## src/rtl/costas_pi_lf.sv

```systemverilog
// Proportional-integral loop filter for the Costas carrier-recovery loop.
// Three registered stages turn a phase-error stream into a saturated NCO frequency word around F0.
module costas_pi_lf #(
  parameter int IN_W  = 16,
  parameter int OUT_W = 16,
  parameter int ACC_W = 32,
  parameter int F0    = 10000
) (
  input  logic                    clk,
  input  logic                    reset,
  input  logic                    err_valid,
  input  logic signed [IN_W-1:0]  err,
  input  logic        [4:0]       kp_shift,
  input  logic        [4:0]       ki_shift,
  input  logic                    hold,
  input  logic                    clr,
  output logic signed [OUT_W-1:0] freq,
  output logic                    freq_valid,
  output logic                    int_sat
);

  localparam int FRAC = ACC_W - OUT_W;
  localparam int SUM_W = ACC_W + 2;

  localparam logic signed [ACC_W-1:0] ACC_MAX = {1'b0, {(ACC_W-1){1'b1}}};
  localparam logic signed [ACC_W-1:0] ACC_MIN = {1'b1, {(ACC_W-1){1'b0}}};
  localparam logic signed [OUT_W-1:0] OUT_MAX = {1'b0, {(OUT_W-1){1'b1}}};
  localparam logic signed [OUT_W-1:0] OUT_MIN = {1'b1, {(OUT_W-1){1'b0}}};
  localparam logic signed [OUT_W-1:0] F0_W    = OUT_W'(F0);
  localparam logic signed [SUM_W-1:0] F0_SH   = SUM_W'(F0_W) <<< FRAC;

  // Stage 1: align the error to the integrator's fixed point and apply the shift gains.
  logic signed [ACC_W-1:0] e_ext;
  logic signed [ACC_W-1:0] e_al;
  logic signed [ACC_W-1:0] p1;
  logic signed [ACC_W-1:0] inc1;
  logic                    v1;

  always_comb begin
    e_ext = ACC_W'(err);
    e_al  = e_ext <<< FRAC;
  end

  // NOTE: sequential state is always written with non-blocking assignments so every
  // stage samples the previous stage's value from before the clock edge.
  always_ff @(posedge clk or negedge reset) begin
    if (!reset) begin
      p1   <= '0;
      inc1 <= '0;
      v1   <= 1'b0;
    end else begin
      v1 <= err_valid;
      if (err_valid) begin
        p1   <= e_al >>> kp_shift;
        inc1 <= e_al >>> ki_shift;
      end
    end
  end

  // Stage 2: saturating integrator with clear (highest priority) and hold.
  logic signed [ACC_W-1:0] integ;
  logic signed [ACC_W-1:0] p2;
  logic                    v2;
  logic signed [ACC_W:0]   acc_sum;
  logic signed [ACC_W-1:0] integ_upd;

  // NOTE: every combinational output gets a default first so no path infers a latch.
  always_comb begin
    acc_sum   = {integ[ACC_W-1], integ} + {inc1[ACC_W-1], inc1};
    integ_upd = acc_sum[ACC_W-1:0];
    if (acc_sum[ACC_W] != acc_sum[ACC_W-1]) begin
      integ_upd = acc_sum[ACC_W] ? ACC_MIN : ACC_MAX;
    end
  end

  always_ff @(posedge clk or negedge reset) begin
    if (!reset) begin
      integ   <= '0;
      int_sat <= 1'b0;
      p2      <= '0;
      v2      <= 1'b0;
    end else begin
      v2 <= v1;
      if (v1) begin
        p2 <= p1;
      end
      if (clr) begin
        integ   <= '0;
        int_sat <= 1'b0;
      end else if (v1 && !hold) begin
        integ   <= integ_upd;
        int_sat <= (integ_upd == ACC_MAX) || (integ_upd == ACC_MIN);
      end
    end
  end

  // Stage 3: centre on F0, drop the fractional bits (floor) and clamp to the output range.
  logic signed [SUM_W-1:0] s_full;
  logic signed [SUM_W-1:0] s_int;
  logic                    s_fits;
  logic signed [OUT_W-1:0] freq_d;

  always_comb begin
    s_full = F0_SH + SUM_W'(integ) + SUM_W'(p2);
    s_int  = s_full >>> FRAC;
    s_fits = (&s_int[SUM_W-1:OUT_W-1]) || !(|s_int[SUM_W-1:OUT_W-1]);
    freq_d = s_int[OUT_W-1:0];
    if (!s_fits) begin
      freq_d = s_int[SUM_W-1] ? OUT_MIN : OUT_MAX;
    end
  end

  always_ff @(posedge clk or negedge reset) begin
    if (!reset) begin
      freq       <= F0_W;
      freq_valid <= 1'b0;
    end else begin
      freq_valid <= v2;
      if (v2) begin
        freq <= freq_d;
      end
    end
  end

endmodule

```

## config.mk

```make
export PLATFORM = sky130hd
export DESIGN_NAME = costas_pi_lf
export DESIGN_NICKNAME = d
export VERILOG_FILES = /design/src/rtl/costas_pi_lf.sv
export SDC_FILE = /design/constraint.sdc
export NUM_CORES = 1
export LEC_CHECK = 0
export BUFFER_PORTS_ARGS = -buffer_cell sky130_fd_sc_hd__buf_2
export CAP_MARGIN = 20
export CORE_MARGIN = 2
export CORE_UTILIZATION = 35
export DETAILED_ROUTE_END_ITERATION = 7
export PLACE_DENSITY_LB_ADDON = 0.3
export SLEW_MARGIN = 0
export SYNTH_ARGS = -nofsm -noshare
export SYNTH_HDL_FRONTEND = slang
export SYNTH_SLANG_ARGS = --single-unit
```

## constraint.sdc

```tcl
create_clock -name clk -period 9.96 [get_ports clk]
set_input_delay 0.498 -clock clk [delete_from_list [all_inputs] [get_ports clk]]
set_output_delay 0.498 -clock clk [all_outputs]
set_load 0.005 [all_outputs]
```

# ---- After elaboration in Yosys (flattened, before gate mapping)
# Cells that the tools add are included.
dict set report op_classes {
  n_addsub 3
  eq_ne 3
  n_shift 2
  mux 8
  n_reduce_logical 8
}
# operator n
set op_table {}
lappend op_table {{32-bit 2-to-1 mux} 4}
lappend op_table {{32-bit == test, second input constant} 2}
lappend op_table {{32-bit by 5-bit >>> shifter with 32-bit output} 2}
lappend op_table {{33-bit by 32-bit adder with 34-bit output} 1}
lappend op_table {{31-bit by 32-bit adder with 33-bit output, first input constant} 1}
lappend op_table {{32-bit by 32-bit adder with 33-bit output} 1}
lappend op_table {{16-bit 2-to-1 mux} 2}
lappend op_table {{3-bit AND reduction} 1}
lappend op_table {{3-bit OR reduction} 1}
lappend op_table {{1-bit logical NOT} 2}
lappend op_table {{1-bit logical OR} 2}
lappend op_table {{1-bit 2-to-1 mux} 2}
lappend op_table {{2-bit nonzero test} 1}
lappend op_table {{1-bit logical AND} 1}
lappend op_table {{1-bit != test} 1}
dict set report totals {
  register_bits 148
  in_bits 31
  output_inout_bits 18
  wordCells 33
}

# ---- Logic depth before layout (Yosys ltp)
dict set report logic_depth {
  word_depth 7
  ltp_mapped 15
  ltp_nobuf 14
}

# ---- Least setup slack after synthesis
# Ideal clock, no wire load.
dict set report synth_path {
  path_kind {register -> register}
  start {reg inc1[0]}
  end {reg int_sat}
  setup_ns 0.080
  arrival_time_ns 3.287
  required_time_ns 9.880
  slack_ns 6.593
  path_stages_with_launch 13
  path_buffers 0
  period_less_slack_ns 3.367
  path_cell_list {dfrtp_1 > ha_1 > fa_1 > a211oi_2 > o21ai_2 > xor2_1 > or4_1 > or4b_1 > a2111oi_2 > nand4_1 > nor4_2 > nand4_1 > o211ai_2}
}
dict set report synth_between {
  elab_chain_len 7
  word_cells_on_any_way 9
  classes_between {1 x add/sub; 3 x eq/ne; 4 x mux; 1 x reduce/logical}
}
# element line_no
set synth_lines {}
lappend synth_lines {{from (decl)} 36} ;# logic signed [ACC_W-1:0] inc1;
lappend synth_lines {{from (signal assigned)} 55} ;# inc1 <= e_al >>> ki_shift;
lappend synth_lines {{32-bit by 32-bit adder with 33-bit output *} 69} ;# acc_sum = {integ[ACC_W-1], integ} + {inc1[ACC_W-1], inc1};
lappend synth_lines {{32-bit 2-to-1 mux / 1-bit != test (equally long branches)} {72, 71}}
lappend synth_lines {{32-bit 2-to-1 mux *} 71} ;# if (acc_sum[ACC_W] != acc_sum[ACC_W-1]) begin
lappend synth_lines {{32-bit == test} 92} ;# int_sat <= (integ_upd == ACC_MAX) || (integ_upd == ACC_MIN);
lappend synth_lines {{1-bit logical OR *} 92}
lappend synth_lines {{1-bit 2-to-1 mux *} 90} ;# end else if (v1 && !hold) begin
lappend synth_lines {{1-bit 2-to-1 mux *} 87} ;# if (clr) begin
lappend synth_lines {{to (signal assigned)} 92}
lappend synth_lines {{to (decl)} 19} ;# output logic int_sat
# Mark *: on every way between the ends. The rest lies on a longest branch, timed or not. The select of a mux whose other input is x is not followed.
# A chain may end at the register's enable or synchronous reset.

# ---- Worst setup path in the final report
dict set report layout_path {
  start {reg inc1[1]}
  end {reg integ[17]}
}
dict set report layout_between {
  elab_chain_len 5
  word_cells_on_any_way 6
  classes_between {1 x add/sub; 1 x eq/ne; 4 x mux}
}
# element line_no
set layout_lines {}
lappend layout_lines {{32-bit by 32-bit adder with 33-bit output *} 69}
lappend layout_lines {{32-bit 2-to-1 mux / 1-bit != test (equally long branches)} {72, 71}}
lappend layout_lines {{32-bit 2-to-1 mux *} 71}
lappend layout_lines {{32-bit 2-to-1 mux *} 90}
lappend layout_lines {{32-bit 2-to-1 mux *} 87}
lappend layout_lines {{to (signal assigned)} 91} ;# integ <= integ_upd;
lappend layout_lines {{to (decl)} 61} ;# logic signed [ACC_W-1:0] integ;
# Marked as above.

==> results.md <==
* Hold_buf cts at 0
* Setup ws final at 6.00 ns
* Clk pin slew, worst setup/hold paths at 0.07 ns
* Adder-Cell Fraction of Synth Area at between 10% and 20%
* Detail Route Antenna Nets at 0
* Post-synth ARST share at 100%
* Initial antenna violation count at 0
* Max-slew violations at 0
* XOR/XNOR Fraction of Synth Area at 1.91%
* Layout fillers at 3378
* Worst slew pin tran at around 1.0 ns
* Die Height at 185 µm
* Core Box Area at 32400 µm²
* Via count at 10000
* R2R depth at 11
* #FFs+latches synth at about 150
* Syn-to-layout area delta at 10.0%
* Area share of the largest cell type after synthesis at 31.0%
* Synth Area in Compound Gates at 24.2%
* EDFF count, synth at 0
* Seq/Total Area, Yosys at between 30 and 40%
* Met1 Usage GRT at 28.2%
* Worst reg2reg setup slack at 6.00 ns
* Remaining global-route overflow at 0
* Leakage at 5.74 nW
* Avg WL per Cell at about 18 µm
* Worst path max stage delay at 0.61 ns
* Max Cap Violations at 0
* Post-synthesis simple-gate area fraction at 15.7%
* Main flop type after synthesis: dfrtp_1
* Global-route usage over all layers at 19.4%
* Gpl congestion at about 0.9
* Status: finished, final reports clean
* Worst path cell trace: ha_1 -> a211oi_1 -> o21ai_1 -> a31oi_2 -> nor2_1 -> o31a_1 -> nor2_2 -> a21boi_4 -> a21o_1 -> nor2_1 -> o21ai_0
* Total die area at 34200 µm²
* Netlist cell types at 83
* Nets at between 1000 and 1500
* Post-synthesis mux area share at 10.5%
* Critical path's slowest cell: a21o_1
* First-pass GRT wire length at 51700 µm
* Vias per inst at 5.60
* Hold Vio Cnt, Final at 0
* Critical path endpoint category: register
* Post-CTS Setup Inserts at 0
* Met2 GRT Util at 30.0%
* Final Skew at 0.0246 ns
* Most frequent CP cell: nor2_1
* Initial core utilization at 35.4%
* Initial DRC count at 942
* Tmin final at 3.96 ns
* Clock sink count at 147
* Die W at around 180 µm
* Hold Path Class: primary input to asynchronous set/reset pin
* Largest net degree at the start of global routing at 103
* Syn_nets at roughly 1500
* Crit Path Category: register to register
* Area contributors post-synth: dfrtp_1, ha_1, mux2_2
* Layout cells sized above 1 at 13.3%
* Critical Path Start Type: register
* DRT Wirelength at 32300 µm
* RSZ-0062 raised after global routing: no
* CTS Root Cell: clkbuf_16
* DR DRC count at 0
* Vias in the first global route at 9480
* FMAX at 253 MHz
* Htree depth at 4
* Peak VDD IR at 0.110 mV
* Critical Path AT at 4.30 ns
* Setup violators final at 0
* Worst Setup SP: inc1[1]
* Most Crowded Layer GR: met2
* Main combinational cell family by area after synthesis: compound AO/OA/AOI/OAI gates
* Max clock buf depth at 2
* Setup TNS at 0 ns
* First-pass DRT Iterations at 5
* Post-Syn Area per Cell at 8.60 µm²
* Final period utilization at about two fifths
* GR Layer Usage met3 at 2.24%
* Worst hold slack at 0.106 ns
* Dominant cell type by area after synthesis: dfrtp_1
* Syn Inst Count at 1332
* IO Pins at 49
* Post-synthesis cell area at 11500 µm²
* Reg-to-Reg Start: inc1[1]
* Crit path required time at 10.30 ns
* P per Cell Area at 191 nW/µm²
* Number of buffers created by CTS at 17
* CP max FO at 18
* TritonCTS clock tree: done
* Row count at 66
* YS warnings at 0
* Port-buffer cells at 48
* Relative slew slack at 32.6%
* Clk_lat worst skew at ~0.45 ns
* Hpwl dp at 24800 µm
* Layout Utilization at about two fifths
* Dpl ws at roughly 6 ns
* Post-cts resize count at 0
* # diodes at 0
==> registers in the layout, indices dropped and copies added (netlist names) <==
register / count
integ: 32
freq_valid: 1
freq: 16
v2: 1
int_sat: 1
p1: 32
inc1: 31
p2: 32
v1: 1
==> worst max-delay path, delay by kind of cell (launching register included) <==
| kind | cells | cell delay (ns) |
|---|---|---|
| compound gates | 7 | 2.60 |
| simple gates | 3 | 0.49 |
| fa+ha+maj | 1 | 0.32 |
| flops | 1 | 0.43 |
==> routing by layer <==
layer | vias up | share of wire [%]
met4 | 0 | 2.1
met2 | 276 | 44
met1 | 4799 | 50
li1 | 4889 | -
met5 | - | 0
met3 | 41 | 4.6
==> where the power goes <==
part	internal (mW)	switching (mW)
clock	0.355	0.292
combinational	0.396	0.576
sequential	0.703	0.0877
==> cells in the mapped netlist (6+ instances only) <==
cell type / instances
o21bai_1: 6
dfrtp_1: 142
ha_1: 94
a31oi_1: 30
mux2_2: 62
xor2_1: 9
a211o_1: 6
and2_1: 11
nand4_1: 12
a221oi_1: 6
a211oi_1: 14
nor2b_1: 10
xnor2_1: 16
nand2b_1: 11
inv_1: 75
o21a_1: 22
nand2_1: 123
clkbuf_1: 52
a21oi_1: 88
o211ai_1: 30
buf_1: 12
a22oi_1: 11
and3_1: 8
nor3_1: 21
mux2i_1: 44
o22ai_1: 17
nand3_1: 15
o21ai_0: 91
o21ai_1: 11
nor2_1: 124
a21o_1: 32
or3_1: 13
==> layout by cell type (no fill, tap or decap), types with 12 or more instances in the layout <==
| cell | instances |
|---|---|
| dfrtp_1 | 142 |
| xnor2_1 | 16 |
| mux2_2 | 62 |
| clkbuf_16 | 17 |
| mux2i_1 | 44 |
| a21oi_1 | 87 |
| ha_1 | 94 |
| o211ai_1 | 30 |
| or3_1 | 13 |
| o21a_1 | 22 |
| a211oi_1 | 14 |
| nand4_1 | 12 |
| nor3_1 | 21 |
| buf_2 | 46 |
| nand3_1 | 15 |
| o22ai_1 | 17 |
| o21ai_0 | 91 |
| nor2_1 | 124 |
| a21o_1 | 32 |
| nand2_1 | 123 |
| a31oi_1 | 30 |
| inv_1 | 75 |
==> final timing paths <==
| path | to |
|---|---|
| worst max-delay path | integ[17] |
| max in group asynchronous | p2[29] |
| worst min register to register | freq[13] |
| worst min-delay path | freq[0] |
| worst max register to register | integ[17] |
| min in group clk | inc1[4] |
==> area by class of cell <==
| class | instances | area, µm² | area share [%] |
|---|---|---|---|
| clock inverters | 15 | 158 | 1.25 |
| repair buffers | 53 | 287 | 2.27 |
| multi-input cells | 1036 | 7210 | 57.2 |
| clock buffers | 17 | 425 | 3.37 |
| well taps | 442 | 553 | 4.39 |
| inverters | 77 | 289 | 2.29 |
| flip-flops and latches | 147 | 3680 | 29.2 |
==> through the flow <==
step	std cells	area [µm²]	total power, mW
after CTS	1786	12600	2.41
after global routing	1787	12600	2.58
after detailed placement	1754	12000	1.76
final	1787	12600	2.41
after floorplan	1332	11500	1.48
after global placement	1754	12000	1.75
==> cell families (layout without fill, tap and decap cells) <==
logic type,Yosys count,after routing
compound gates,423,423
simple gates,384,384
buf+inv,149,162
flops,147,147
mux,109,109
fa+ha+maj,95,95
xor+xnor,25,25
Note: power is estimated with default switching activity, not from simulation.
